<file path="config.mk">
export PLATFORM = sky130hd
export DESIGN_NAME = mul3
export DESIGN_NICKNAME = d
export VERILOG_FILES = /design/src/rtl/mul3_pkg.sv /design/src/rtl/mul3_slice.sv /design/src/rtl/mul3.sv
export SDC_FILE = /design/constraint.sdc
export NUM_CORES = 1
export LEC_CHECK = 0
export BUFFER_PORTS_ARGS = -buffer_cell sky130_fd_sc_hd__buf_2
export CORE_MARGIN = 4
export CORE_UTILIZATION = 54
export DETAILED_ROUTE_END_ITERATION = 8
export GPL_TIMING_DRIVEN = 0
export PLACE_DENSITY = 0.77
export SKIP_LAST_GASP = 1
export SYNTH_ARGS = -nofsm -noshare
export SYNTH_HDL_FRONTEND = slang
export SYNTH_SLANG_ARGS = --single-unit
</file>
<file path="constraint.sdc">
create_clock -name clk -period 3.25 [get_ports clk]
set_input_delay 0.325 -clock clk [delete_from_list [all_inputs] [get_ports clk]]
set_output_delay 0.325 -clock clk [all_outputs]
set_load 0.03 [all_outputs]
</file>
<file path="src/rtl/mul3_pkg.sv">
// mul3_pkg: state codes, widths and sizing helpers for mul3.
// MUL3_RADIX4_EN selects two result bits per step instead of one.
package mul3_pkg;

  localparam logic [1:0] IDLE = 2'd0;
  localparam logic [1:0] STEP = 2'd1;
  localparam logic [1:0] DONE = 2'd2;

  localparam int CARRY_W = 2;

`ifdef MUL3_RADIX4_EN
  localparam int DIG_W = 2;
`else
  localparam int DIG_W = 1;
`endif

  // q window {qe[k+DIG_W-1] .. qe[k], qe[k-1]}
  localparam int QW = DIG_W + 1;
  // digit sum width: max 5 (radix-2), max 9 (radix-4)
  localparam int SW = DIG_W + 2;

  function automatic int cnt_width(input int n);
    return $clog2(n);
  endfunction

  function automatic int step_count(input int n);
    return (n + DIG_W - 1) / DIG_W;
  endfunction

endpackage

</file>
<file path="src/rtl/mul3_slice.sv">
// mul3_slice: one digit of 3*q + carry, q window in, digit and carry out.
// Ports: qw (q window, LSB = qe[k-1]), cin, d (result bits), cout.
module mul3_slice
  import mul3_pkg::*;
(
  input  logic [QW-1:0]      qw,
  input  logic [CARRY_W-1:0] cin,
  output logic [DIG_W-1:0]   d,
  output logic [CARRY_W-1:0] cout
);

  logic [SW-1:0] s;

`ifdef MUL3_RADIX4_EN
  // 3q = q + 2q over bits k, k+1
  assign s = SW'(qw[1])
           + SW'({qw[2], 1'b0})
           + SW'(qw[0])
           + SW'({qw[1], 1'b0})
           + SW'(cin);
`else
  assign s = SW'(qw[1])
           + SW'(qw[0])
           + SW'(cin);
`endif

  assign d    = s[DIG_W-1:0];
  assign cout = s[SW-1:DIG_W];

endmodule

</file>
<file path="src/rtl/mul3.sv">
// mul3: bit-serial x = 3*q + r, LSB first, single-shot vld handshake.
// Ports: clk, rst_n, i_q/i_r/i_vld in; o_busy, o_x, o_ovf, o_vld out.
// Build option: MUL3_RADIX4_EN (two result bits per cycle).
module mul3
  import mul3_pkg::*;
#(
  parameter int N = 8
) (
  input  logic         clk,
  input  logic         rst_n,
  input  logic [N-2:0] i_q,
  input  logic [1:0]   i_r,
  input  logic         i_vld,
  output logic         o_busy,
  output logic [N-1:0] o_x,
  output logic         o_ovf,
  output logic         o_vld
);

  localparam int CW    = cnt_width(N);
  localparam int STEPS = step_count(N);
  localparam logic [CW-1:0] LAST = CW'(STEPS - 1);

  logic [1:0]         state;
  logic [N-2:0]       q;
  logic [CW-1:0]      cnt;
  logic [CARRY_W-1:0] carry;
  logic [N-1:0]       sbuf;

  logic [N+1:0]       qx;
  logic [QW-1:0]      qw;
  logic [DIG_W-1:0]   d;
  logic [CARRY_W-1:0] cout;
  logic [N-1:0]       nbuf;
  logic [CARRY_W-1:0] ncarry;
  logic               last;

  // qx[i+1] = qe[i]; zero below bit 0 and above q
  assign qx = {2'b00, q, 1'b0};

`ifdef MUL3_RADIX4_EN
  assign qw = QW'(qx >> {cnt, 1'b0});
`else
  assign qw = QW'(qx >> cnt);
`endif

  assign last = (cnt == LAST);

  mul3_slice u_slice (
    .qw   (qw),
    .cin  (carry),
    .d    (d),
    .cout (cout)
  );

  always_comb begin
    nbuf   = {d, sbuf[N-1:DIG_W]};
    ncarry = cout;
`ifdef MUL3_RADIX4_EN
    // odd N: last digit keeps one bit, rest goes to carry
    if ((N % 2) == 1 && last) begin
      nbuf   = {d[0], sbuf[N-1:1]};
      ncarry = {cout[0], d[1]};
    end
`endif
  end

  assign o_busy = (state == STEP) || (state == DONE);
  assign o_vld  = (state == DONE);

  // result regs load on the final step so they
  // already hold the answer while o_vld is high
  always_ff @(posedge clk or negedge rst_n) begin
    if (!rst_n) begin
      state <= IDLE;
      q     <= '0;
      cnt   <= '0;
      carry <= '0;
      sbuf  <= '0;
      o_x   <= '0;
      o_ovf <= 1'b0;
    end else begin
      unique case (state)
        IDLE: begin
          if (i_vld) begin
            q     <= i_q;
            carry <= i_r;
            cnt   <= '0;
            state <= STEP;
          end
        end
        STEP: begin
          sbuf  <= nbuf;
          carry <= ncarry;
          cnt   <= cnt + 1'b1;
          if (last) begin
            o_x   <= nbuf;
            o_ovf <= |ncarry;
            state <= DONE;
          end
        end
        DONE: state <= IDLE;
        default: state <= IDLE;
      endcase
    end
  end

endmodule

</file>
**After elaboration in Yosys (flattened, before gate mapping)**

Index checks and enable logic that the tools add are counted.

- Multiplexer cells: 7
- Add/sub/neg operators: 3
- Equal/unequal tests: 5
- Shift-type cells: 1
- Reductions and logical operators: 8

Operator list:

| kind | number |
|---|---|
| case mux 2 bit (2 select lines) | 2 |
| AND reduction 2 bit | 4 |
| right shift 8 x 3 -> 2 bit | 1 |
| two-way mux 2 bit | 3 |
| case mux 3 bit (2 select lines) | 1 |
| != test 2 bit, second input constant | 2 |
| adder 3 x 1 -> 3 bit, second input constant | 1 |
| adder 3 x 2 -> 3 bit | 1 |
| equality test 3 bit, second input constant | 1 |
| two-way mux 3 bit | 1 |
| adder 1 x 1 -> 2 bit | 1 |
| equality test 2 x 1 -> 1 bit, second input constant | 1 |
| equality test 2 bit, second input constant | 1 |
| logical NOT 2 bit | 1 |
| nonzero test 2 bit | 1 |
| OR reduction 2 bit | 1 |
| logical OR 1 bit | 1 |

- Input port bits: 12
- Register bits after elaboration: 31
- Output and inout bits: 11
- Logic and storage cells: 31

**Logic depth before layout (Yosys ltp)**

- Word-level depth: 4
- Gate-level depth with buffers: 9
- Gate-level depth less buffers: 8

**Cells and area by module**

From an unflattened synthesis, not the netlist that was laid out.

- Cells, all modules: 101
- Area total of the unflattened synthesis: 1386.3 um^2

Modules (own cells, without submodules):

| module | cells each | sequential area each (um^2) | instances | area an instance (um^2) |
|---|---|---|---|---|
| mul3 | 94 | 750.7 | 1 | 1335.0 |
| mul3_slice | 7 | 0.0 | 1 | 51.3 |

**Worst setup path after synthesis**

OpenSTA, ideal clock, no wires.

- Path kind: register to register
- From: register cnt[1]
- To: register carry[0]
- Library setup time: 0.126 ns
- Required time: 3.124 ns
- Stages on the path, launching flop included: 8
- Path buffers: 1
- Arrival: 2.427 ns
- Slack: 0.697 ns
- Clock period less this slack: 2.553 ns
- Cell sequence: dfrtp_1 > buf_6 > mux4_2 > mux2_2 > ha_1 > ha_1 > fa_1 > a221o_1

- Longest elaborated chain between the ends: 4

RTL lines:

| what | line | RTL |
|---|---|---|
| start: declaration | mul3.sv:26 | `logic [CW-1:0] cnt;` |
| start signal: assignment | mul3.sv:95 | `cnt <= cnt + 1'b1;` |
| right shift 8 x 3 -> 2 bit | mul3.sv:44 | `assign qw = QW'(qx >> cnt);` |
| adder 1 x 1 -> 2 bit | mul3_slice.sv:23 | `+ SW'(qw[0])` |
| adder 3 x 2 -> 3 bit | mul3_slice.sv:24 | `+ SW'(cin);` |
| case mux 2 bit (2 select lines) | mul3.sv:83 | `unique case (state)` |
| end signal: assignment | mul3.sv:87 | `carry <= i_r;` |
| end signal: assignment | mul3.sv:94 | `carry <= ncarry;` |
| end: declaration | mul3.sv:27 | `logic [CARRY_W-1:0] carry;` |

No other way between the ends.
A chain may end at the register's enable or synchronous reset.

**Worst setup path after layout**

Ends and elaborated chain as after synthesis.

==> results_dict.tcl <==
set metrics [dict create \
    rrSetupSlack_ns 0.59 \
    hold_buffers 0 \
    wl_met2_um 1160 \
    drc_errors 0 \
    die_h_um 58.6 \
    synth_cells 101 \
    end_kind "flop" \
    wl_per_cell_um 14.6 \
    drtIter0Drc 15 \
    top_layer_used "met4" \
    outcome "completed" \
    r2r_end "carry[0]$_DFFE_PN0P_" \
    r2r-start "cnt[1]$_DFFE_PN0P_" \
    path_class "reg -> reg" \
    reg2reg_depth 7 \
    critPathTopFamily "adder cells" \
    timing.slew.headroom 0.569 \
    syn_nets 121 \
    vias 892 \
    crit_arrival_ns 2.87 \
    max-cap-violations 0 \
    cp.buffers_inverters 1 \
    critPathMaxFanout 6 \
    fin_nets 150 \
    grt_pass1_vias 851 \
    cts_setup_buffers 0 \
    start_util 0.563 \
    grt_pass1_wl_um 3840 \
    holdCritPathClass "in -> async" \
    cts_buffers 5 \
    hold_violations 0 \
    finalMaxSlewViolations 0 \
    clkTransAtPathRegs_ns 0.09 \
    grt_max_degree 31 \
    io_buffer_count 22 \
    area_delta_synth_final_pct 16.1 \
    dieArea_sq_um 3430 \
    avgSynthCellArea_sq_um 13.7 \
    fin_setup_tns_ns 0 \
    irDropWorstVdd_mv 0.673 \
    drt-total-wl_um 2350 \
    fin_crit_sh 0.817 \
    rsz0062_at_grt "no" \
    p_per_area_nw_per_um2 1000 \
    core_area_sq_um 2450 \
    worstPathCellList "buf_6 > mux4_2 > mux2_2 > ha_1 > ha_1 > fa_1 > a221o_1" \
    max_freq_mhz 376 \
    max_stage_delay_ns 0.51 \
    worstMarginPinSlew_ns 0.646 \
    diodes 0 \
    synth.distinct_cells 23 \
    vias_per_cell 5.54 \
    place_congestion 0.809 \
    rows 18 \
    cp_common_cell "ha_1" \
    overflow 0 \
    cp_slowest_cell "mux4_2" \
    drive_gt1_frac 0.443 \
    synth-seq-cells 30 \
    fin_crit_ns 2.66 \
    p_total_mw 1.61 \
    leakage_nw 0.797 \
    clk_path_buf_depth 2 \
    hpwl_um 1720 \
    ant_nets 0 \
    ys_warn_count 0 \
    cts_num_sinks 30 \
    fillers 200 \
    met1Wirelength_um 1000 \
    finClkSkew_ns 0.00837 \
    antenna_found_initial 0 \
    io_pins 23 \
    cts-root-buf "clkbuf_4" \
    cp.required_ns 3.47 \
    met3WireLength_um 159 \
    synth_seq_area_share 0.543 \
    netlist_area_sq_um 1380 \
    cts_tree "yes" \
    track_usage 0.155 \
    firstDrtPassIters 4 \
    die_w_um 58.6 \
    clock_latency_ns 0.32 \
    htreeDepth 2 \
    critPathLaunchType "flop" \
    cts_resized 0 \
    setup_viol 0 \
]
flip-flops by register name, indices dropped and copies added, names as in the netlist:
name / count
carry: 2
cnt: 3
o_ovf: 1
o_x: 8
q: 7
sbuf: 7
state: 2
synth_stat cells (all sizes together):
cell    count  area [sq um]
buf         3          21.3
nand3b      1          7.51
a221o       2          20.0
nor2        3          11.3
mux4        1          22.5
nand3       2          10.0
dfrtp      30           751
ha          7          87.6
a211oi      1          7.51
nand2       3          11.3
o21ai       3          15.0
a22o        2          18.8
a21o        1          8.76
nand2b      4          25.0
fa          1          20.0
mux2       24           270
nor2b       1          6.26
and2        1          6.26
inv         3          11.3
mux2i       2          20.0
a21oi       6          30.0
through the flow:
stage | instances | worst slack, ns | util | hold slack, ns | instance area, sq um
CTS | 161 | 0.577 | 0.653 | 0.0373 | 1600
global route | 161 | 0.498 | 0.653 | 0.0565 | 1600
finish | 161 | 0.594 | 0.653 | 0.0224 | 1600
detailed placement | 153 | 0.580 | 0.623 | 0.396 | 1530
global placement | 153 | 0.634 | 0.623 | 0.383 | 1530
floorplan | 101 | 0.697 | - | 0.0294 | 1380
placed cells by master, fill, tap and decap left out:
master,n
dfrtp_1,30
nor2_1,3
clkbuf_4,5
nand3_1,2
bufinv_16,1
a22o_1,1
a21o_2,1
o21ai_0,3
inv_1,3
buf_6,1
nand2b_1,4
nand2_1,3
nor2b_1,1
mux4_2,1
a211oi_1,1
nand3b_1,1
clkbuf_1,2
a22o_2,1
and2_1,1
a21oi_1,6
fa_1,1
mux2i_1,2
ha_1,7
a221o_1,2
buf_2,24
mux2_2,24
worst register-to-register path, stage by stage (launching register included):
cell and delay (ns):
dfrtp_1 0.38, buf_6 0.14, mux4_2 0.51, mux2_2 0.28, ha_1 0.27, ha_1 0.20
fa_1 0.46, a221o_1 0.33
worst max path at each step:
stage	start	endpoint	depth (start not counted)
5_1_grt	cnt[1]$_DFFE_PN0P_	carry[0]$_DFFE_PN0P_	7
4_1_cts	cnt[1]$_DFFE_PN0P_	carry[0]$_DFFE_PN0P_	7
6_report	cnt[1]$_DFFE_PN0P_	carry[0]$_DFFE_PN0P_	7
3_3_place_gp	cnt[1]$_DFFE_PN0P_	carry[0]$_DFFE_PN0P_	7
2_1_floorplan	cnt[1]$_DFFE_PN0P_	carry[0]$_DFFE_PN0P_	7
3_5_place_dp	cnt[1]$_DFFE_PN0P_	carry[0]$_DFFE_PN0P_	7
area by class of cell:
type,count,area [sq um],area share
multi-input cells,65,598,0.373
well taps,30,37.5,0.0234
clock buffers,7,45.0,0.0281
clock inverters,1,30.0,0.0187
repair buffers,22,110,0.0686
plain buffers,3,21.3,0.0133
flip-flops and latches,30,751,0.468
inverters,3,11.3,0.00702
routing by layer:
metal,track usage,up-vias
li1,-,420
met1,0.191,443
met2,0.244,25
met3,0.0658,4
met4,0.0583,0
met5,0,-
cells by family after synthesis:
group           count (synthesis)  synth area share
simple gates                   15            0.0562
flops                          30             0.543
compound gates                 15            0.0725
buf+inv                         6            0.0235
fa+ha+maj                       8            0.0779
mux                            27             0.226
power breakdown:
group	switching, mW	internal [mW]	leakage, nW	total, mW
combinational	0.338	0.350	0.379	0.688
sequential	0.107	0.528	0.379	0.636
clock	0.120	0.163	0.0395	0.283
total	0.565	1.04	0.797	1.61
Power figures use the tool's default switching activity.
